[src/rtl/mem_req_pkg.sv]
`default_nettype none
// ============================================================================
// Module   : mem_req_pkg
// Purpose  : Shared types and constants for the mem_req_master traffic master.
//            Holds the run-sequencing state encoding and the rnw encoding
//            of the single-beat req/ready memory interface.
// Revision : 1.0 - initial release
// ============================================================================
package mem_req_pkg;

  typedef enum logic [2:0] {
    IDLE   = 3'd0,
    WR_REQ = 3'd1,
    WR_GAP = 3'd2,
    RD_REQ = 3'd3,
    RD_GAP = 3'd4,
    DONE   = 3'd5
  } state_t;

  localparam logic RNW_READ  = 1'b1;
  localparam logic RNW_WRITE = 1'b0;

endpackage
`default_nettype wire

[src/rtl/mem_req_pattern.sv]
`default_nettype none
// ============================================================================
// Module   : mem_req_pattern
// Purpose  : Pattern generator shared by the write phase and the read-back
//            compare, so both always agree on address and data for an index.
// Ports    : i_seed  - captured pattern seed
//            i_base  - captured first address
//            i_idx   - transaction index within the current phase
//            o_addr  - base + idx, wrapping at 2**ADDR_W
//            o_data  - seed + idx, wrapping at 2**DATA_W
// Revision : 1.0 - initial release
// ============================================================================
module mem_req_pattern #(
  parameter int ADDR_W = 4,
  parameter int DATA_W = 32,
  parameter int IDX_W  = 5
) (
  input  logic [DATA_W-1:0] i_seed,
  input  logic [ADDR_W-1:0] i_base,
  input  logic [IDX_W-1:0]  i_idx,
  output logic [ADDR_W-1:0] o_addr,
  output logic [DATA_W-1:0] o_data
);

  // Index never exceeds 2**ADDR_W, so its low ADDR_W bits are enough for the
  // wrapping address; the data path uses the full index.
  assign o_addr = i_base + i_idx[ADDR_W-1:0];
  assign o_data = i_seed + DATA_W'(i_idx);

endmodule
`default_nettype wire

[src/rtl/mem_req_master.sv]
`default_nettype none
// ============================================================================
// Module   : mem_req_master
// Purpose  : Self-test initiator for the single-beat req/ready memory
//            interface. On start it writes NUM_TXN pattern words to
//            consecutive (wrapping) addresses, reads them back, compares,
//            and reports pass/fail, error count, first failing address and
//            a ready timeout.
// Ports    : clk, reset_n          - clock / async active-low reset
//            start_i, seed_i,
//            base_addr_i           - run control, captured in IDLE
//            req_o, req_rnw_o,
//            req_addr_o,
//            req_wdata_o           - request channel to the responder
//            req_ready_i,
//            req_rdata_i           - responder handshake and read data
//            busy_o, done_o        - run status
//            pass_o, err_cnt_o,
//            first_err_addr_o,
//            timeout_o             - result of the last run
// Revision : 1.0 - initial release
// ============================================================================
module mem_req_master
  import mem_req_pkg::*;
#(
  parameter int ADDR_W  = 4,
  parameter int DATA_W  = 32,
  parameter int NUM_TXN = 10,
  parameter int TIMEOUT = 16
) (
  input  logic              clk,
  input  logic              reset_n,
  input  logic              start_i,
  input  logic [DATA_W-1:0] seed_i,
  input  logic [ADDR_W-1:0] base_addr_i,
  output logic              req_o,
  output logic              req_rnw_o,
  output logic [ADDR_W-1:0] req_addr_o,
  output logic [DATA_W-1:0] req_wdata_o,
  input  logic              req_ready_i,
  input  logic [DATA_W-1:0] req_rdata_i,
  output logic              busy_o,
  output logic              done_o,
  output logic              pass_o,
  output logic [ADDR_W:0]   err_cnt_o,
  output logic [ADDR_W-1:0] first_err_addr_o,
  output logic              timeout_o
);

  localparam int IDX_W = ADDR_W + 1;
  localparam int ERR_W = ADDR_W + 1;
  localparam int TMO_W = (TIMEOUT > 0) ? $clog2(TIMEOUT + 1) : 1;

  localparam logic [IDX_W-1:0] c_NUM_TXN  = IDX_W'(NUM_TXN);
  localparam logic [TMO_W-1:0] c_TMO_LAST = TMO_W'((TIMEOUT > 0) ? (TIMEOUT - 1) : 0);

  generate
    if ((NUM_TXN < 1) || (NUM_TXN > (2 ** ADDR_W))) begin : g_bad_num_txn
      $error("mem_req_master: NUM_TXN must be in 1..2**ADDR_W");
    end
  endgenerate

  state_t            r_state;
  state_t            w_state_nxt;
  logic [DATA_W-1:0] r_seed;
  logic [ADDR_W-1:0] r_base;
  logic [IDX_W-1:0]  r_idx;
  logic [TMO_W-1:0]  r_wait_cnt;
  logic [ERR_W-1:0]  r_err_cnt;
  logic [ADDR_W-1:0] r_first_err_addr;
  logic              r_pass;
  logic              r_timeout;

  logic [ADDR_W-1:0] w_pat_addr;
  logic [DATA_W-1:0] w_pat_data;
  logic [IDX_W-1:0]  w_idx_inc;
  logic              w_req;
  logic              w_hs;
  logic              w_last;
  logic              w_tmo_hit;
  logic              w_mismatch;

  mem_req_pattern #(
    .ADDR_W (ADDR_W),
    .DATA_W (DATA_W),
    .IDX_W  (IDX_W)
  ) u_pattern (
    .i_seed (r_seed),
    .i_base (r_base),
    .i_idx  (r_idx),
    .o_addr (w_pat_addr),
    .o_data (w_pat_data)
  );

  assign w_req      = (r_state == WR_REQ) || (r_state == RD_REQ);
  assign w_hs       = w_req && req_ready_i;
  assign w_idx_inc  = r_idx + IDX_W'(1);
  assign w_last     = (w_idx_inc == c_NUM_TXN);
  // The request has already been held c_TMO_LAST cycles; this is its last
  // permitted cycle without ready, so req_o is up for exactly TIMEOUT cycles.
  assign w_tmo_hit  = (TIMEOUT != 0) && w_req && !req_ready_i && (r_wait_cnt == c_TMO_LAST);
  assign w_mismatch = (req_rdata_i != w_pat_data);

  // --------------------------------------------------------------------------
  // State register
  // --------------------------------------------------------------------------
  always_ff @(posedge clk or negedge reset_n) begin
    if (!reset_n) begin
      r_state <= IDLE;
    end else begin
      r_state <= w_state_nxt;
    end
  end

  // --------------------------------------------------------------------------
  // Next-state logic
  // --------------------------------------------------------------------------
  always_comb begin
    w_state_nxt = r_state;
    case (r_state)
      IDLE:    if (start_i) w_state_nxt = WR_REQ;
      WR_REQ:  if (w_hs) w_state_nxt = WR_GAP;
               else if (w_tmo_hit) w_state_nxt = DONE;
      WR_GAP:  w_state_nxt = w_last ? RD_REQ : WR_REQ;
      RD_REQ:  if (w_hs) w_state_nxt = RD_GAP;
               else if (w_tmo_hit) w_state_nxt = DONE;
      RD_GAP:  w_state_nxt = w_last ? DONE : RD_REQ;
      DONE:    w_state_nxt = IDLE;
      default: w_state_nxt = IDLE;
    endcase
  end

  // --------------------------------------------------------------------------
  // Run datapath: captured run parameters, index, wait counter and results
  // --------------------------------------------------------------------------
  always_ff @(posedge clk or negedge reset_n) begin
    if (!reset_n) begin
      r_seed           <= '0;
      r_base           <= '0;
      r_idx            <= '0;
      r_wait_cnt       <= '0;
      r_err_cnt        <= '0;
      r_first_err_addr <= '0;
      r_pass           <= 1'b0;
      r_timeout        <= 1'b0;
    end else begin
      case (r_state)
        IDLE: begin
          if (start_i) begin
            r_seed           <= seed_i;
            r_base           <= base_addr_i;
            r_idx            <= '0;
            r_wait_cnt       <= '0;
            r_err_cnt        <= '0;
            r_first_err_addr <= '0;
            r_pass           <= 1'b0;
            r_timeout        <= 1'b0;
          end
        end
        WR_REQ, RD_REQ: begin
          if (!w_hs) begin
            r_wait_cnt <= r_wait_cnt + TMO_W'(1);
          end
          if (w_tmo_hit) begin
            r_timeout <= 1'b1;
          end
          if ((r_state == RD_REQ) && w_hs && w_mismatch) begin
            if (r_err_cnt == '0) begin
              r_first_err_addr <= w_pat_addr;
            end
            if (r_err_cnt != '1) begin
              r_err_cnt <= r_err_cnt + ERR_W'(1);
            end
          end
        end
        WR_GAP, RD_GAP: begin
          r_wait_cnt <= '0;
          r_idx      <= w_last ? '0 : w_idx_inc;
          // Last read completed: result is visible during the DONE cycle.
          if ((r_state == RD_GAP) && w_last) begin
            r_pass <= (r_err_cnt == '0);
          end
        end
        default: begin
        end
      endcase
    end
  end

  // --------------------------------------------------------------------------
  // Outputs: decoded from registered state and registered run parameters,
  // so request fields cannot move while waiting for ready.
  // --------------------------------------------------------------------------
  assign req_o            = w_req;
  assign req_rnw_o        = (r_state == RD_REQ) ? RNW_READ : RNW_WRITE;
  assign req_addr_o       = w_req ? w_pat_addr : '0;
  assign req_wdata_o      = (r_state == WR_REQ) ? w_pat_data : '0;
  assign busy_o           = (r_state == WR_REQ) || (r_state == WR_GAP) ||
                            (r_state == RD_REQ) || (r_state == RD_GAP);
  assign done_o           = (r_state == DONE);
  assign pass_o           = r_pass;
  assign err_cnt_o        = r_err_cnt;
  assign first_err_addr_o = r_first_err_addr;
  assign timeout_o        = r_timeout;

endmodule
`default_nettype wire

[config.mk]
export PLATFORM = sky130hd
export DESIGN_NAME = mem_req_master
export DESIGN_NICKNAME = d
export VERILOG_FILES = /design/src/rtl/mem_req_pkg.sv /design/src/rtl/mem_req_pattern.sv /design/src/rtl/mem_req_master.sv
export SDC_FILE = /design/constraint.sdc
export NUM_CORES = 1
export LEC_CHECK = 0
export ABC_AREA = 1
export ABC_CLOCK_PERIOD_IN_PS = 3900
export CORE_ASPECT_RATIO = 1.5
export CORE_UTILIZATION = 54
export DETAILED_ROUTE_END_ITERATION = 6
export PLACE_DENSITY = 0.87
export SLEW_MARGIN = 20
export SYNTH_ARGS = -nofsm -noshare
export SYNTH_HDL_FRONTEND = slang
export SYNTH_HIERARCHICAL = 1
export SYNTH_SLANG_ARGS = --single-unit
[constraint.sdc]
create_clock -name clk -period 3.9 [get_ports clk]
set_input_delay 0.78 -clock clk [delete_from_list [all_inputs] [get_ports clk]]
set_output_delay 0.78 -clock clk [all_outputs]
set_load 0.02 [all_outputs]
==> results.yml, run 1 <==
routing:
  first_pass_iters: 6
  ant_nets: 0
  drt-vias-per-instance: 5.09
  drt-initial-drc-count: 254
  drt-total-wl_um: 13500
  vias: 5026
  drc: 0
  wl_per_cell_um: 13.7
sta:
  slew_violations: 0
  setup_viol: 0
  maxSlewHeadroom_pct: 33.9
  finClkSkew_ns: 0.00591
  min_period_ns: 3.70
  period_share_pct: 94.8
  rsz0062_at_grt: "false"
  tightest_slew_ns: 0.991
  worst_hold_slack_ns: 0.474
  final_hold_viol_count: 0
  timing.fmax_mhz: 270
  setup_tns_ns: 0
yosys:
  synthMuxAreaShare_pct: 0.208
  async_reset_ff_share_pct: 100
  synth_top_area_cell: "dfrtp_1"
  synth_area_leaders: "dfrtp_1 (31%), nand2_1 (24%), nor2_1 (7.9%), inv_1 (6.9%), xnor2_1 (5.3%)"
  synth_compound_area_share_pct: 3.22
  synth_seq_cells: 60
  synth_top_family_by_area: "simple AND/OR/NAND/NOR gates"
  synth_edf_count: 0
  synth_fp_nets: 842
  synth_common_cells: "nand2_1 (311), nor2_1 (102), inv_1 (89), dfrtp_1 (60), xnor2_1 (29)"
  synthAdderAreaFrac_pct: 4.72
  ys_types: 41
  syn_area_um2: 4820
  yosys_warnings: 6
  synthSimpleGateAreaFrac_pct: 42.8
  syn_area_per_cell_um2: 6.40
  syn_inst: 753
  synth.most_common_cell: "nand2_1"
  synth_flop_cell: "dfrtp_1"
  synth-xor-area-share_pct: 7.63
  synth.top_cell.area_share_pct: 31.1
  ys_seq_area_share_pct: 31.1
place:
  place.gp.congestion: 0.945
  numPortBuffers: 122
  dpl.hpwl_um: 10600
  post_dp_cell_area_um2: 6110
  placedCellCount: 971
worst_setup_path:
  path_common_cell: "nand2_1"
  reg2regPathDepth: 19
  cp_num_cells: 10
  cp.required_ns: 3.12
  crit_buf_inv: 2
  path_cells: "ha_1 > fa_1 > nand2_1 > nand2_1 > nand3_1 > nand2_2 > xor2_1 > inv_1 > nor2_1 > clkdlybuf4s50_1"
  setup.worst_path.start_class: "register"
  crit_family: "adder cells"
  critPathKind: "reg -> out"
  rr_startpoint: "r_idx[0]$_DFFE_PN0P_"
  crit_path_end_kind: "output pin"
  rrSetupSlack_ns: 0.88
  timing.rr.end: "first_err_addr_o[0]$_DFFE_PN0P_"
  slowest_delay_ns: 0.62
  crit_fanout: 8
  worst_path_max_delay_cell: "clkdlybuf4s50_1"
  arrival_ns: 2.92
grt:
  grt_pass1_wl_um: 21700
  antenna_found_initial: 0
  grt_pass1_vias: 4877
  grt_start_max_net_pins: 42
  grt-ovfl-total: 0
  track_usage_pct: 29.8
floorplanning:
  die_area_um2: 9320
  rows: 41
  dieHeight_um: 118
  core_um2: 8520
  initial_core_util_pct: 56.6
  ioPinCount: 123
  dieWidth_um: 79.2
cells_and_area:
  layoutNonFillerInstCount: 987
  area_delta_synth_final_pct: 32.4
  fin_nets: 964
  drive_above_1_share_pct: 6.93
  final_area_um2: 6380
  antennaDiodeCount: 0
hold_path:
  hold_path_depth: 2
  whs_endpoint: "first_err_addr_o[0]$_DFFE_PN0P_"
  min_from: "first_err_addr_o[0]$_DFFE_PN0P_"
  hp-class: "reg -> reg"
cts:
  clock_latency_ns: 0.32
  clkTransAtPathRegs_ns: 0.05
  htree_levels: 3
  cts_root_buf: "clkbuf_16"
  cts_sinks: 60
  tritoncts: "yes"
  cts_made_buffers: 9
  ctsHoldBuffers: 0
  clockBufferDepth: 2
status:
  outcome: "finished, final reports clean"
power_and_ir_drop:
  p_leak_nw: 3.17
  power_w: 0.00469
  powerDensity_nw_per_um2: 735
  ir_drop_v: 0.000534
flow_run:
  drv_cap: 0
stage by stage:
stage | util (%) | setup slack (ns)
2_1_floorplan | - | 1.16
3_3_place_gp | 71.8 | 0.611
3_5_place_dp | 71.8 | 0.560
4_1_cts | 74.9 | 0.199
5_1_grt | 75.0 | 0.00151
6_report | 75.0 | 0.203
cell families (layout without fill, tap and decap cells):
kind of cell               count (synthesis)  after routing
AOI/OAI and AO/OA                         23             23
xor gates and xnor gates                  42             42
adders and majority gates                 17             17
buffers and inverters                    120            247
DFF                                       60             60
muxes                                      1              1
and+or+nand+nor                          490            490
how the worst max path moves through the flow:
stage | startpoint | end
after detailed placement | r_idx[0]$_DFFE_PN0P_ | req_wdata_o[14]
after global routing | r_idx[0]$_DFFE_PN0P_ | req_wdata_o[6]
after CTS | r_idx[0]$_DFFE_PN0P_ | req_wdata_o[14]
final | r_idx[0]$_DFFE_PN0P_ | req_wdata_o[6]
after global placement | r_idx[0]$_DFFE_PN0P_ | req_wdata_o[30]
after floorplan | r_idx[0]$_DFFE_PN0P_ | req_wdata_o[14]
sequential cells by signal, summed over array words and instances, names as in the netlist:
register	count
r_base	4
pass_o	1
timeout_o	1
first_err_addr_o	4
err_cnt_o	5
r_seed	32
r_state	3
r_wait_cnt	5
r_idx	5
power by group:
group          total (W)  switching, W  internal, W
registers        0.00119      0.000324     0.000869
clock network   0.000709      0.000264     0.000445
logic            0.00279       0.00166      0.00113
total            0.00469       0.00225      0.00245
worst min-delay path: stages, from the launching register on:
cell,delay [ns]
dfrtp_1,0.34
nand2_1,0.05
nand2_1,0.05
cell type report:
cell class / count / area [um2]
Multi-Input combinational cell: 573 / 2830
Fill cell: 679 / 2130
Sequential cell: 60 / 1500
Timing Repair Buffer: 125 / 1250
Inverter: 106 / 412
Clock buffer: 14 / 254
Tap cell: 107 / 134
Clock inverter: 2 / 10.0
repair_timing:
item | 4_1_cts | 5_1_grt
gates resized for setup | 0 | 3
buffers inserted | 0 | 0
endpoints found under the setup margin | 0 | 3
placed cells by master, fill, tap and decap left out, types with 2 or more instances in the layout:
master and n:
nand3_1 22, inv_2 14, o21ai_2 2, a22o_1 2, nand3b_1 7, o21ai_0 3
nor3_1 5, clkbuf_1 4, ha_1 15, fa_1 2, nor2_1 101, dfrtp_1 60
nor2_4 3, clkbuf_16 9, and2_1 2, a21oi_1 5, nand2_1 311, nor2_2 9
xor2_1 13, o21ai_1 4, nand4_1 14, buf_4 3, nand2_2 8, clkdlybuf4s50_1 118
o22ai_1 3, nand2_4 2, inv_1 89, dlymetal6s2s_1 3, clkinv_2 2, clkinv_1 2
xnor2_1 29
metal layers:
layer	up-vias	part of all wire (%)	global-route usage [%]
li1	2519	-	-
met1	2287	38	31.5
met4	0	2.4	12.7
met2	200	53	55.8
met3	20	6.4	5.19
met5	-	0	0
(Power assumes the default switching activity.)
==> inputs of run 2 (changes only) <==
--- a/config.mk
+++ b/config.mk
@@ -7,10 +7,11 @@
 export LEC_CHECK = 0
 export ABC_AREA = 1
 export ABC_CLOCK_PERIOD_IN_PS = 3900
-export CORE_ASPECT_RATIO = 1.5
+export CORE_ASPECT_RATIO = 1.2
 export CORE_UTILIZATION = 54
 export DETAILED_ROUTE_END_ITERATION = 6
 export PLACE_DENSITY = 0.87
+export RECOVER_POWER = 100
 export SLEW_MARGIN = 20
 export SYNTH_ARGS = -nofsm -noshare
 export SYNTH_HDL_FRONTEND = slang
==> run 2 against run 1 <==
The flow now finishes with violations (max-capacitance violations, max-slew violations). Routed wire length increased by 0.62%. Largest cell class unchanged. Clock power fell by 30%. Design area decreased by 2.8%. Clock-buffer cell count down 1. Combinational power decreased by 5%. Critical path depth unchanged. Sequential cell count stayed put. Final cell count rose by 0.91%. Utilization fell by 2.9 points. Highest routed layer unchanged.
==> results.yml, run 2 (synthesis gave the netlist of run 1 again) <==
status:
  violations: "max-capacitance violations, max-slew violations"
  outcome: "finished with violations"
place:
  numPortBuffers: 122
  place.gp.congestion: 0.861
  post_dp_cell_area_um2: 6130
  dpl.hpwl_um: 10600
sta:
  rsz0062_at_grt: "false"
  final_hold_viol_count: 0
  period_share_pct: 95.2
  maxSlewHeadroom_pct: -58.7
  setup_viol: 0
  timing.fmax_mhz: 269
  min_period_ns: 3.71
  slew_violations: 82
  finClkSkew_ns: 0.00924
  tightest_slew_ns: 2.38
  setup_tns_ns: 0
hold_path:
  hp-class: "reg -> reg"
cells_and_area:
  area_delta_synth_final_pct: 28.7
  layout_commonest_cell: "nand2_1"
  layout.cells.most_common_list: "nand2_1 (314), nor2_1 (105), inv_1 (92), clkdlybuf4s50_1 (76), dfrtp_1 (60)"
  fin_nets: 964
  top_register: "r_seed"
  n_fill_cell: 703
  drive_above_1_share_pct: 5.01
  largest_register_ffs: 32
  antennaDiodeCount: 0
  final_area_um2: 6210
worst_setup_path:
  critPathKind: "reg -> out"
  crit_path_end_kind: "output pin"
  crit_fanout: 7
  path_cells: "ha_1 > fa_1 > nand2_1 > nand2_1 > nand3_1 > nand2_2 > xor2_1 > inv_1 > nor2_1 > clkdlybuf4s50_1"
  worst_path_max_delay_cell: "clkdlybuf4s50_1"
  arrival_ns: 2.93
  setup.worst_path.start_class: "register"
  path_common_cell: "nand2_1"
  slowest_delay_ns: 0.63
  cp.required_ns: 3.12
grt:
  grt_start_max_net_pins: 44
  grt_pass1_wl_um: 22000
  grt_use_met3_pct: 5.56
  grt-ovfl-total: 0
  globalRouteMet2Util_pct: 54.4
  grt_pass1_vias: 4924
  top_usage_layer: "met2"
  antenna_found_initial: 0
  gr-usage-met1_pct: 34.5
  track_usage_pct: 30.6
floorplanning:
  initial_core_util_pct: 56.0
  dieHeight_um: 106
  dieWidth_um: 88.3
  die_area_um2: 9310
  rows: 37
  core_um2: 8610
  ioPinCount: 123
routing:
  first_pass_iters: 5
  vias: 5083
  drt-initial-drc-count: 305
  ant_nets: 0
  drt-vias-per-instance: 5.10
  wl_per_cell_um: 13.6
  drc: 0
  drt-total-wl_um: 13600
flow_run:
  drv_cap: 2
power_and_ir_drop:
  clkPwrFrac_pct: 11.5
  p_seq_share_pct: 27.6
  ir_drop_v: 0.000445
  p_int_w: 0.00215
  switching_share_pct: 50.3
  p_leak_nw: 3.14
  powerDensity_nw_per_um2: 698
  comb_power_share_pct: 60.9
  switching_power_w: 0.00218
cts:
  htree_levels: 3
  ctsHoldBuffers: 0
  clockBufferDepth: 2
  tritoncts: "yes"
  cts_sinks: 60
  clkTransAtPathRegs_ns: 0.07
  cts_made_buffers: 9
  cts_root_buf: "clkbuf_8"
  clock_latency_ns: 0.35
[run 2: changes by cell type in the layout (fill, tap and decap cells not counted), moves of 3 or more]
cell / delta
clkdlybuf4s50_1: -42
dlymetal6s2s_1: -3
clkbuf_8: +10
dlygate4sd3_1: +41
clkbuf_16: -9
inv_1: +3
clkbuf_1: +6
inv_2: -5
nor2_1: +4
buf_4: -3
nand2_1: +3
[run 2: layout make-up]
type	instances	area, um2	area share [%]
Multi-Input combinational cell	573	2780	44.8
Timing Repair Buffer	125	1200	19.3
Tap cell	117	146	2.36
Inverter	106	412	6.63
Sequential cell	60	1500	24.2
Clock buffer	13	159	2.56
Clock inverter	2	10.0	0.161
[run 2: path summary, 6_finish.rpt]
check / slack, ns / depth (start not counted) / to / start
worst max-delay path: 0.19 / 10 / req_wdata_o[8] / r_idx[0]$_DFFE_PN0P_
worst min-delay path: 0.48 / 2 / first_err_addr_o[2]$_DFFE_PN0P_ / first_err_addr_o[2]$_DFFE_PN0P_
worst max register to register: 0.60 / 23 / err_cnt_o[1]$_DFFE_PN0P_ / r_idx[0]$_DFFE_PN0P_
worst min register to register: 0.48 / 2 / first_err_addr_o[2]$_DFFE_PN0P_ / first_err_addr_o[2]$_DFFE_PN0P_
max in group asynchronous: 1.38 / 2 / r_seed[12]$_DFFE_PN0P_ / reset_n
min in group asynchronous: 1.16 / 1 / r_seed[13]$_DFFE_PN0P_ / reset_n
[run 2: what timing repair did]
action / 4_1_cts / 5_1_grt
setup buffers: 0 / 0
resized for setup: 0 / 4
endpoints found under the setup margin: 0 / 4
[run 2: critical path, delay by kind of cell, from the launching register on]
family,cells,cell delay (ns)
adder cells (fa/ha/maj),2,0.69
buffers and inverters,2,0.69
AND/OR/NAND/NOR,5,0.51
flip-flops,1,0.45
XOR/XNOR,1,0.22
[run 2: metrics by stage]
step	utilization, %	hold slack, ns	total power, W	worst slack [ns]	instances
2_1_floorplan	-	0.448	0.00298	1.16	753
3_3_place_gp	71.1	0.461	0.00385	0.615	981
3_5_place_dp	71.1	0.463	0.00395	0.526	981
4_1_cts	73.1	0.481	0.00447	0.129	996
5_1_grt	72.1	0.492	0.00470	0.0128	996
6_report	72.1	0.478	0.00434	0.186	996
[run 2: power by group through the flow]
stage / Clock [W] / Combinational [W] / Sequential [W]
4_1_cts: 0.000508 / 0.00277 / 0.00119
5_1_grt: 0.000535 / 0.00294 / 0.00123
2_1_floorplan: 0 / 0.00186 / 0.00113
6_report: 0.000497 / 0.00264 / 0.00120
3_5_place_dp: 0 / 0.00275 / 0.00120
3_3_place_gp: 0 / 0.00267 / 0.00118
[run 2: layer usage]
layer  vias to the layer above  part of all wire [%]
met5                         -                     0
met4                         0                   3.0
met3                        33                   6.4
met2                       203                    51
met1                      2323                    40
li1                       2524                     -
